$ cat src/rtl/debounce_pkg.sv
// Shared constants and helpers for the debounce_bank chatter filter.
package debounce_pkg;

  localparam int unsigned DEB_SAMPLE_DIV = 32;
  localparam int unsigned DEB_STABLE_N   = 4;
  localparam int unsigned SYNC_STAGES    = 2;

  // $clog2 that never yields a zero-width vector.
  function automatic int unsigned clog2_min1(input int unsigned value);
    return (value <= 2) ? 1 : $clog2(value);
  endfunction

endpackage

$ cat src/rtl/debounce_cell.sv
// One debounce channel: synchroniser, stability counter, level and edge pulses.
// Optional toggle latch built only when DEBOUNCE_TOGGLE_EN is defined.
module debounce_cell
  import debounce_pkg::*;
#(
  parameter int unsigned STABLE_N    = DEB_STABLE_N,
  parameter bit          RESET_LEVEL = 1'b0
) (
  input  logic clock,
  input  logic reset,
  input  logic in_bit,
  input  logic sample_tick,
  output logic out,
  output logic rise,
  output logic fall
`ifdef DEBOUNCE_TOGGLE_EN
  ,
  output logic tog
`endif
);

  localparam int unsigned CntW = clog2_min1(STABLE_N + 1);

  logic [SYNC_STAGES-1:0] sync_q, sync_d;
  logic [CntW-1:0]        cnt_q, cnt_d;
  logic                   out_q, out_d;
  logic                   rise_q, rise_d;
  logic                   fall_q, fall_d;
  logic                   s;

  assign s = sync_q[SYNC_STAGES-1];

  always_comb begin
    sync_d = {sync_q[SYNC_STAGES-2:0], in_bit};
    cnt_d  = cnt_q;
    out_d  = out_q;
    rise_d = 1'b0;
    fall_d = 1'b0;
    if (sample_tick) begin
      // A single sample matching the current level cancels any pending change.
      if (s == out_q) begin
        cnt_d = '0;
      end else if (cnt_q == CntW'(STABLE_N - 1)) begin
        out_d  = s;
        cnt_d  = '0;
        rise_d = s;
        fall_d = ~s;
      end else begin
        cnt_d = cnt_q + CntW'(1);
      end
    end
  end

  always_ff @(posedge clock or negedge reset) begin
    if (!reset) begin
      sync_q <= {SYNC_STAGES{RESET_LEVEL}};
      cnt_q  <= '0;
      out_q  <= RESET_LEVEL;
      rise_q <= 1'b0;
      fall_q <= 1'b0;
    end else begin
      sync_q <= sync_d;
      cnt_q  <= cnt_d;
      out_q  <= out_d;
      rise_q <= rise_d;
      fall_q <= fall_d;
    end
  end

  assign out  = out_q;
  assign rise = rise_q;
  assign fall = fall_q;

`ifdef DEBOUNCE_TOGGLE_EN
  logic tog_q, tog_d;

  // Flip on the same edge that raises rise, so the two are coincident.
  always_comb tog_d = tog_q ^ rise_d;

  always_ff @(posedge clock or negedge reset) begin
    if (!reset) begin
      tog_q <= 1'b0;
    end else begin
      tog_q <= tog_d;
    end
  end

  assign tog = tog_q;
`endif

endmodule

$ cat src/rtl/debounce_bank.sv
// Multi-channel debounce filter: shared sample prescaler feeding CH debounce cells.
// Define DEBOUNCE_TOGGLE_EN to add the per-channel tog output.
module debounce_bank
  import debounce_pkg::*;
#(
  parameter int unsigned CH          = 4,
  parameter int unsigned SAMPLE_DIV  = DEB_SAMPLE_DIV,
  parameter int unsigned STABLE_N    = DEB_STABLE_N,
  parameter bit          RESET_LEVEL = 1'b0
) (
  input  logic          clock,
  input  logic          reset,
  input  logic [CH-1:0] in,
  output logic [CH-1:0] out,
  output logic [CH-1:0] rise,
  output logic [CH-1:0] fall,
  output logic          sample_tick
`ifdef DEBOUNCE_TOGGLE_EN
  ,
  output logic [CH-1:0] tog
`endif
);

  localparam int unsigned PreW = clog2_min1(SAMPLE_DIV);

  logic [PreW-1:0] pre_q, pre_d;
  logic            tick_q, tick_d;
  logic            pre_wrap;

  // With SAMPLE_DIV == 1 the counter sits at 0 and wraps every clock.
  assign pre_wrap = (pre_q == PreW'(SAMPLE_DIV - 1));

  always_comb begin
    pre_d  = pre_wrap ? '0 : pre_q + PreW'(1);
    tick_d = pre_wrap;
  end

  always_ff @(posedge clock or negedge reset) begin
    if (!reset) begin
      pre_q  <= '0;
      tick_q <= 1'b0;
    end else begin
      pre_q  <= pre_d;
      tick_q <= tick_d;
    end
  end

  assign sample_tick = tick_q;

  for (genvar i = 0; i < CH; i++) begin : g_cell
    debounce_cell #(
      .STABLE_N   (STABLE_N),
      .RESET_LEVEL(RESET_LEVEL)
    ) u_cell (
      .clock      (clock),
      .reset      (reset),
      .in_bit     (in[i]),
      .sample_tick(tick_q),
      .out        (out[i]),
      .rise       (rise[i]),
      .fall       (fall[i])
`ifdef DEBOUNCE_TOGGLE_EN
      ,
      .tog        (tog[i])
`endif
    );
  end

endmodule

$ cat config.mk
export PLATFORM = sky130hd
export DESIGN_NAME = debounce_bank
export DESIGN_NICKNAME = d
export VERILOG_FILES = /design/src/rtl/debounce_pkg.sv /design/src/rtl/debounce_cell.sv /design/src/rtl/debounce_bank.sv
export SDC_FILE = /design/constraint.sdc
export NUM_CORES = 1
export LEC_CHECK = 0
export BUFFER_PORTS_ARGS = -buffer_cell sky130_fd_sc_hd__clkbuf_2
export CAP_MARGIN = 20
export CORE_MARGIN = 5
export CORE_UTILIZATION = 50
export CTS_CLUSTER_SIZE = 24
export DETAILED_ROUTE_END_ITERATION = 8
export GPL_ROUTABILITY_DRIVEN = 1
export PLACE_DENSITY = 0.73
export REMOVE_ABC_BUFFERS = 1
export SLEW_MARGIN = 10
export SYNTH_ARGS = -nofsm -noshare
export SYNTH_HDL_FRONTEND = slang
export SYNTH_HIERARCHICAL = 1
export SYNTH_SLANG_ARGS = --single-unit
$ cat constraint.sdc
create_clock -name clock -period 1.4 [get_ports clock]
set_input_delay 0.21 -clock clock [delete_from_list [all_inputs] [get_ports clock]]
set_output_delay 0.21 -clock clock [all_outputs]
set_load 0.03 [all_outputs]
==> tab_implementation.tex <==
\begin{tabular}{lr}
\hline
Metric & Value \\
\hline
\multicolumn{2}{l}{\textbf{Synthesis}} \\
\quad Post-synthesis mux area share & 3.96\% \\
\quad Combinational family with the most area after synthesis & simple AND/OR/NAND/NOR gates \\
\quad EDFF count, synth & 0 \\
\quad Commonest cells post-synth & 38 x dfrtp\_1, 8 x inv\_1, 8 x nand2b\_1, 8 x nor3b\_1, 6 x ha\_1 \\
\quad Count of distinct cell types in the synthesized netlist & 19 \\
\quad Fraction of the mapped netlist area in simple logic gates & $\sim$18\% \\
\quad Area fraction in compound gates after synthesis & between 5 and 6\% \\
\quad Mapped Cells & 112 \\
\quad Proportion of synthesized chip area in sequential cells & between 60 and 70\% \\
\quad Primary flip-flop cell chosen by synthesis mapping & dfrtp\_1 \\
\quad Number of flip-flops and latches in the synthesized netlist & 38 \\
\quad Avg Synthesized Cell Area & 13.5 um2 \\
\quad Top area cells in the synthesized netlist & dfrtp\_1 63\%, ha\_1 5.0\%, nor3b\_1 4.0\% \\
\quad Parity-gate share of the synthesized area counting xor and xnor cells & under 10\% \\
\quad Mapped cell area & around 0.0015 mm2 \\
\quad Share of flip-flops with an asynchronous set or reset & 100\% \\
\quad Number of warnings reported in the yosys synthesis log & 6 \\
\quad Cell accounting for the most synthesized area & dfrtp\_1 \\
\quad Synth Area in Adders & 4.95\% \\
\quad Most frequently used cell type in the post-synthesis netlist & dfrtp\_1 \\
\quad Fraction of post-synthesis cell area in the top cell type by area & a little over three fifths \\
\multicolumn{2}{l}{\textbf{CTS}} \\
\quad H-Tree Depth & 2 \\
\quad Clock Tree Buf Depth & 2 \\
\quad Clock latency reported for the late side of the worst-skew pair & $\sim$0.34 ns \\
\quad Number of sinks driven by the clock tree & 38 \\
\quad Clock-pin slew on the worst setup and hold paths & $\sim$0.11 ns \\
\quad Total clock buffers created by CTS & 5 \\
\quad Clock tree from TritonCTS & done \\
\quad Root buffer selected by CTS & clkbuf\_4 \\
\multicolumn{2}{l}{\textbf{Timing}} \\
\quad Worst Skew & 0.00280 ns \\
\quad Achievable clock frequency & roughly 750 MHz \\
\quad Pins over their slew limit & 0 \\
\quad Slew at the pin with the worst max-slew slack & approximately 0.44 ns \\
\quad Post-layout minimum cycle time & 1.33 ns \\
\quad Setup violations, final & 0 \\
\quad Unrepaired setup endpoints after global routing & no \\
\quad Period utilization & 95.3\% \\
\quad Number of endpoints with negative hold slack in the final report & 0 \\
\quad Final-layout setup total negative slack & 0 ns \\
\quad Relative slew slack & 70.4\% \\
\multicolumn{2}{l}{\textbf{Global route}} \\
\quad Initial antenna violation count & 0 \\
\quad All-layer global routing usage & 14.1\% \\
\quad Global-route wire length before repair & approximately 4.3 mm \\
\quad Maximum number of pins on one net before global-route repair & 23 \\
\quad Number of global-route vias before repair & between 900 and 1000 \\
\quad Final global-route overflow total & 0 \\
\multicolumn{2}{l}{\textbf{Die}} \\
\quad Die Span X & approximately 65 um \\
\quad Number of standard-cell rows in the floorplan & 20 \\
\quad Io pins & 19 \\
\quad Effective utilization at floorplan & about half \\
\quad Area enclosed by the die boundary & 0.00423 mm2 \\
\quad Vert. Die Dim & $\sim$65 um \\
\quad Placeable core region & about 0.0030 mm2 \\
\multicolumn{2}{l}{\textbf{Run status}} \\
\quad Result of the run & complete, no violations \\
\multicolumn{2}{l}{\textbf{Power and ir drop}} \\
\quad Switching power & between 0.3 and 0.4 mW \\
\quad Total power density per cell area & between 1000 and 1500 mW/mm2 \\
\quad Sequential share of power & between 50\% and 60\% \\
\quad Worst vdd rail ir drop & slightly below 0.001 V \\
\quad Cell internal pwr & approximately 1.8 mW \\
\quad Combinational Power Share & 3.1\% \\
\quad Clock network fraction of total power & $\sim$44\% \\
\quad Leak & just under 0.9 nW \\
\quad Switching fraction of total power & between 10\% and 20\% \\
\multicolumn{2}{l}{\textbf{Critical path}} \\
\quad Kind of end point of the critical path & output pin \\
\quad Element type at the critical path start & register \\
\quad Delay of the slowest cell on the worst path & 0.38 ns \\
\quad Req. time, crit path & roughly 1.2 ns \\
\quad Setup slack on the worst flop-to-flop path & roughly 0.066 ns \\
\quad Slowest stage cell, crit path & dfrtp\_1 \\
\quad Arrival time of data at the critical path endpoint & between 1 and 1.5 ns \\
\quad CP max FO & 13 \\
\quad Critical Path, Cell by Cell & buf\_4 -> clkbuf\_4 \\
\quad Critical path start-end classification & register to output pin \\
\multicolumn{2}{l}{\textbf{Route}} \\
\quad DR DRC count & 0 \\
\quad Wirelength, routed & about 2.5 mm \\
\quad Via/cell ratio & roughly 5.2 \\
\quad Routed Antenna Nets & 0 \\
\quad DRC violation total after the first TritonRoute iteration & 22 \\
\quad Total via count in the routed design & $\sim$950 \\
\quad Number of iterations in the first detailed-routing pass & 4 \\
\quad WL per Instance & 14.0 um \\
\multicolumn{2}{l}{\textbf{Finish}} \\
\quad NumNets Final & $\sim$160 \\
\quad Multi-input gate area in the final layout & around 550 um2 \\
\quad Count of placed standard cells in the final layout, fillers left out & 181 \\
\quad Reg area & approximately 950 um2 \\
\quad Area growth from synthesis to layout & 23.8\% \\
\quad Proportion of layout cells with a drive suffix above 1 & 29.7\% \\
\quad Number of antenna repair diodes & 0 \\
\quad Filler instances & around 230 \\
\multicolumn{2}{l}{\textbf{Placed design}} \\
\quad Detailed placement HPWL & between 1.5 and 2 mm \\
\quad Routability congestion estimate from global placement & about 0.7 \\
\quad Port-buffer cells & 18 \\
\quad Placed cells & approximately 170 \\
\multicolumn{2}{l}{\textbf{Flow run}} \\
\quad Max-cap violations & 0 \\
\multicolumn{2}{l}{\textbf{Worst hold path}} \\
\quad Worst hold path type & primary input to asynchronous set/reset pin \\
\hline
\end{tabular}
-- through the flow --
| step | utilization (%) | area (um2) | hold slack [ns] | setup slack [ns] | power (mW) |
|---|---|---|---|---|---|
| finish | 63.0 | 1880 | 0.341 | 0.0656 | 2.15 |
| global route | 63.0 | 1880 | 0.368 | 0.00757 | 2.24 |
| CTS | 62.5 | 1860 | 0.340 | 0.0267 | 2.18 |
| detailed placement | 56.5 | 1680 | 0.174 | -0.0274 | 1.21 |
| global placement | 56.5 | 1680 | 0.161 | 0.0636 | 1.20 |
| floorplan | - | 1520 | -0.0856 | -0.0477 | 1.16 |
-- worst max-delay path: cells and delay by family, from the launching register on --
family | cells | cell delay, ns
buffers and inverters | 2 | 0.40
DFF | 1 | 0.38
-- sequential cells by signal, indices dropped and copies added (netlist names) --
signal                count
g_cell.u_cell/fall        4
g_cell.u_cell/rise        4
g_cell.u_cell/sync_q      8
pre_q                     5
g_cell.u_cell/out         4
g_cell.u_cell/cnt_q      12
sample_tick               1
-- kinds of logic (layout without fill, tap and decap cells) --
family / count (synthesis) / after routing
muxes: 5 / 5
AOI/OAI and AO/OA: 12 / 12
xor gates and xnor gates: 5 / 5
buffers and inverters: 8 / 44
DFF: 38 / 38
adders and majority gates: 6 / 6
and+or+nand+nor: 38 / 38
-- power groups by stage --
stage / clock [mW] / combinational (mW) / sequential, mW
2_1_floorplan: 0 / 0.0186 / 1.15
3_3_place_gp: 0 / 0.0538 / 1.15
3_5_place_dp: 0 / 0.0572 / 1.15
4_1_cts: 0.984 / 0.0688 / 1.13
5_1_grt: 1.03 / 0.0779 / 1.13
6_report: 0.954 / 0.0659 / 1.13
-- cells in the final DEF (no fill, tap or decap), types with 2 or more instances in the layout --
master / count
dfrtp_1: 38
clkbuf_2: 17
nor3b_1: 8
inv_1: 8
nand2b_1: 8
clkbuf_4: 6
xnor2_1: 5
dlygate4sd3_1: 5
nand3b_2: 4
or2b_1: 4
o22ai_1: 4
mux2_2: 4
and2b_1: 4
nand2_1: 4
o32ai_1: 4
o31ai_1: 4
ha_1: 4
buf_4: 4
nor2_1: 3
bufinv_16: 2
-- metal layers --
layer  track usage (%)  part of all wire, %  vias up
li1                  -                    -      458
met1              15.6                   39      465
met2              23.9                   54       15
met3              3.81                  3.9        7
met4              8.55                  2.9        0
met5                 0                    0        -
-- layout make-up --
class                      instances  area share (%)
clock inverter                     2            3.20
multi-input combinational         66            29.3
sequential                        38            50.7
clock buffer                       6            2.74
inverter                           8            1.60
tap                               33            2.20
timing repair buffer              28            10.3
-- path summary, 6_finish.rpt --
check,from,to,cells past startpoint
worst max-delay path,sample_tick,sample_tick,2
worst min-delay path,reset,g_cell[1].u_cell/cnt_q[2],2
worst max register to register,pre_q[1],pre_q[3],5
worst min register to register,g_cell[0].u_cell/sync_q[0],g_cell[0].u_cell/sync_q[1],0
max in group asynchronous,reset,g_cell[0].u_cell/sync_q[1],3
min in group clock,g_cell[0].u_cell/sync_q[0],g_cell[0].u_cell/sync_q[1],0
-- repair_timing --
action / 4_1_cts / 5_1_grt
hold buffers: 5 / 0
pin swaps: 0 / 0
gates resized for setup: 1 / 4
buffers inserted: 2 / 0
endpoints found under the hold margin: 20 / 0
endpoints found under the setup margin: 1 / 2
(Power assumes the default switching activity.)
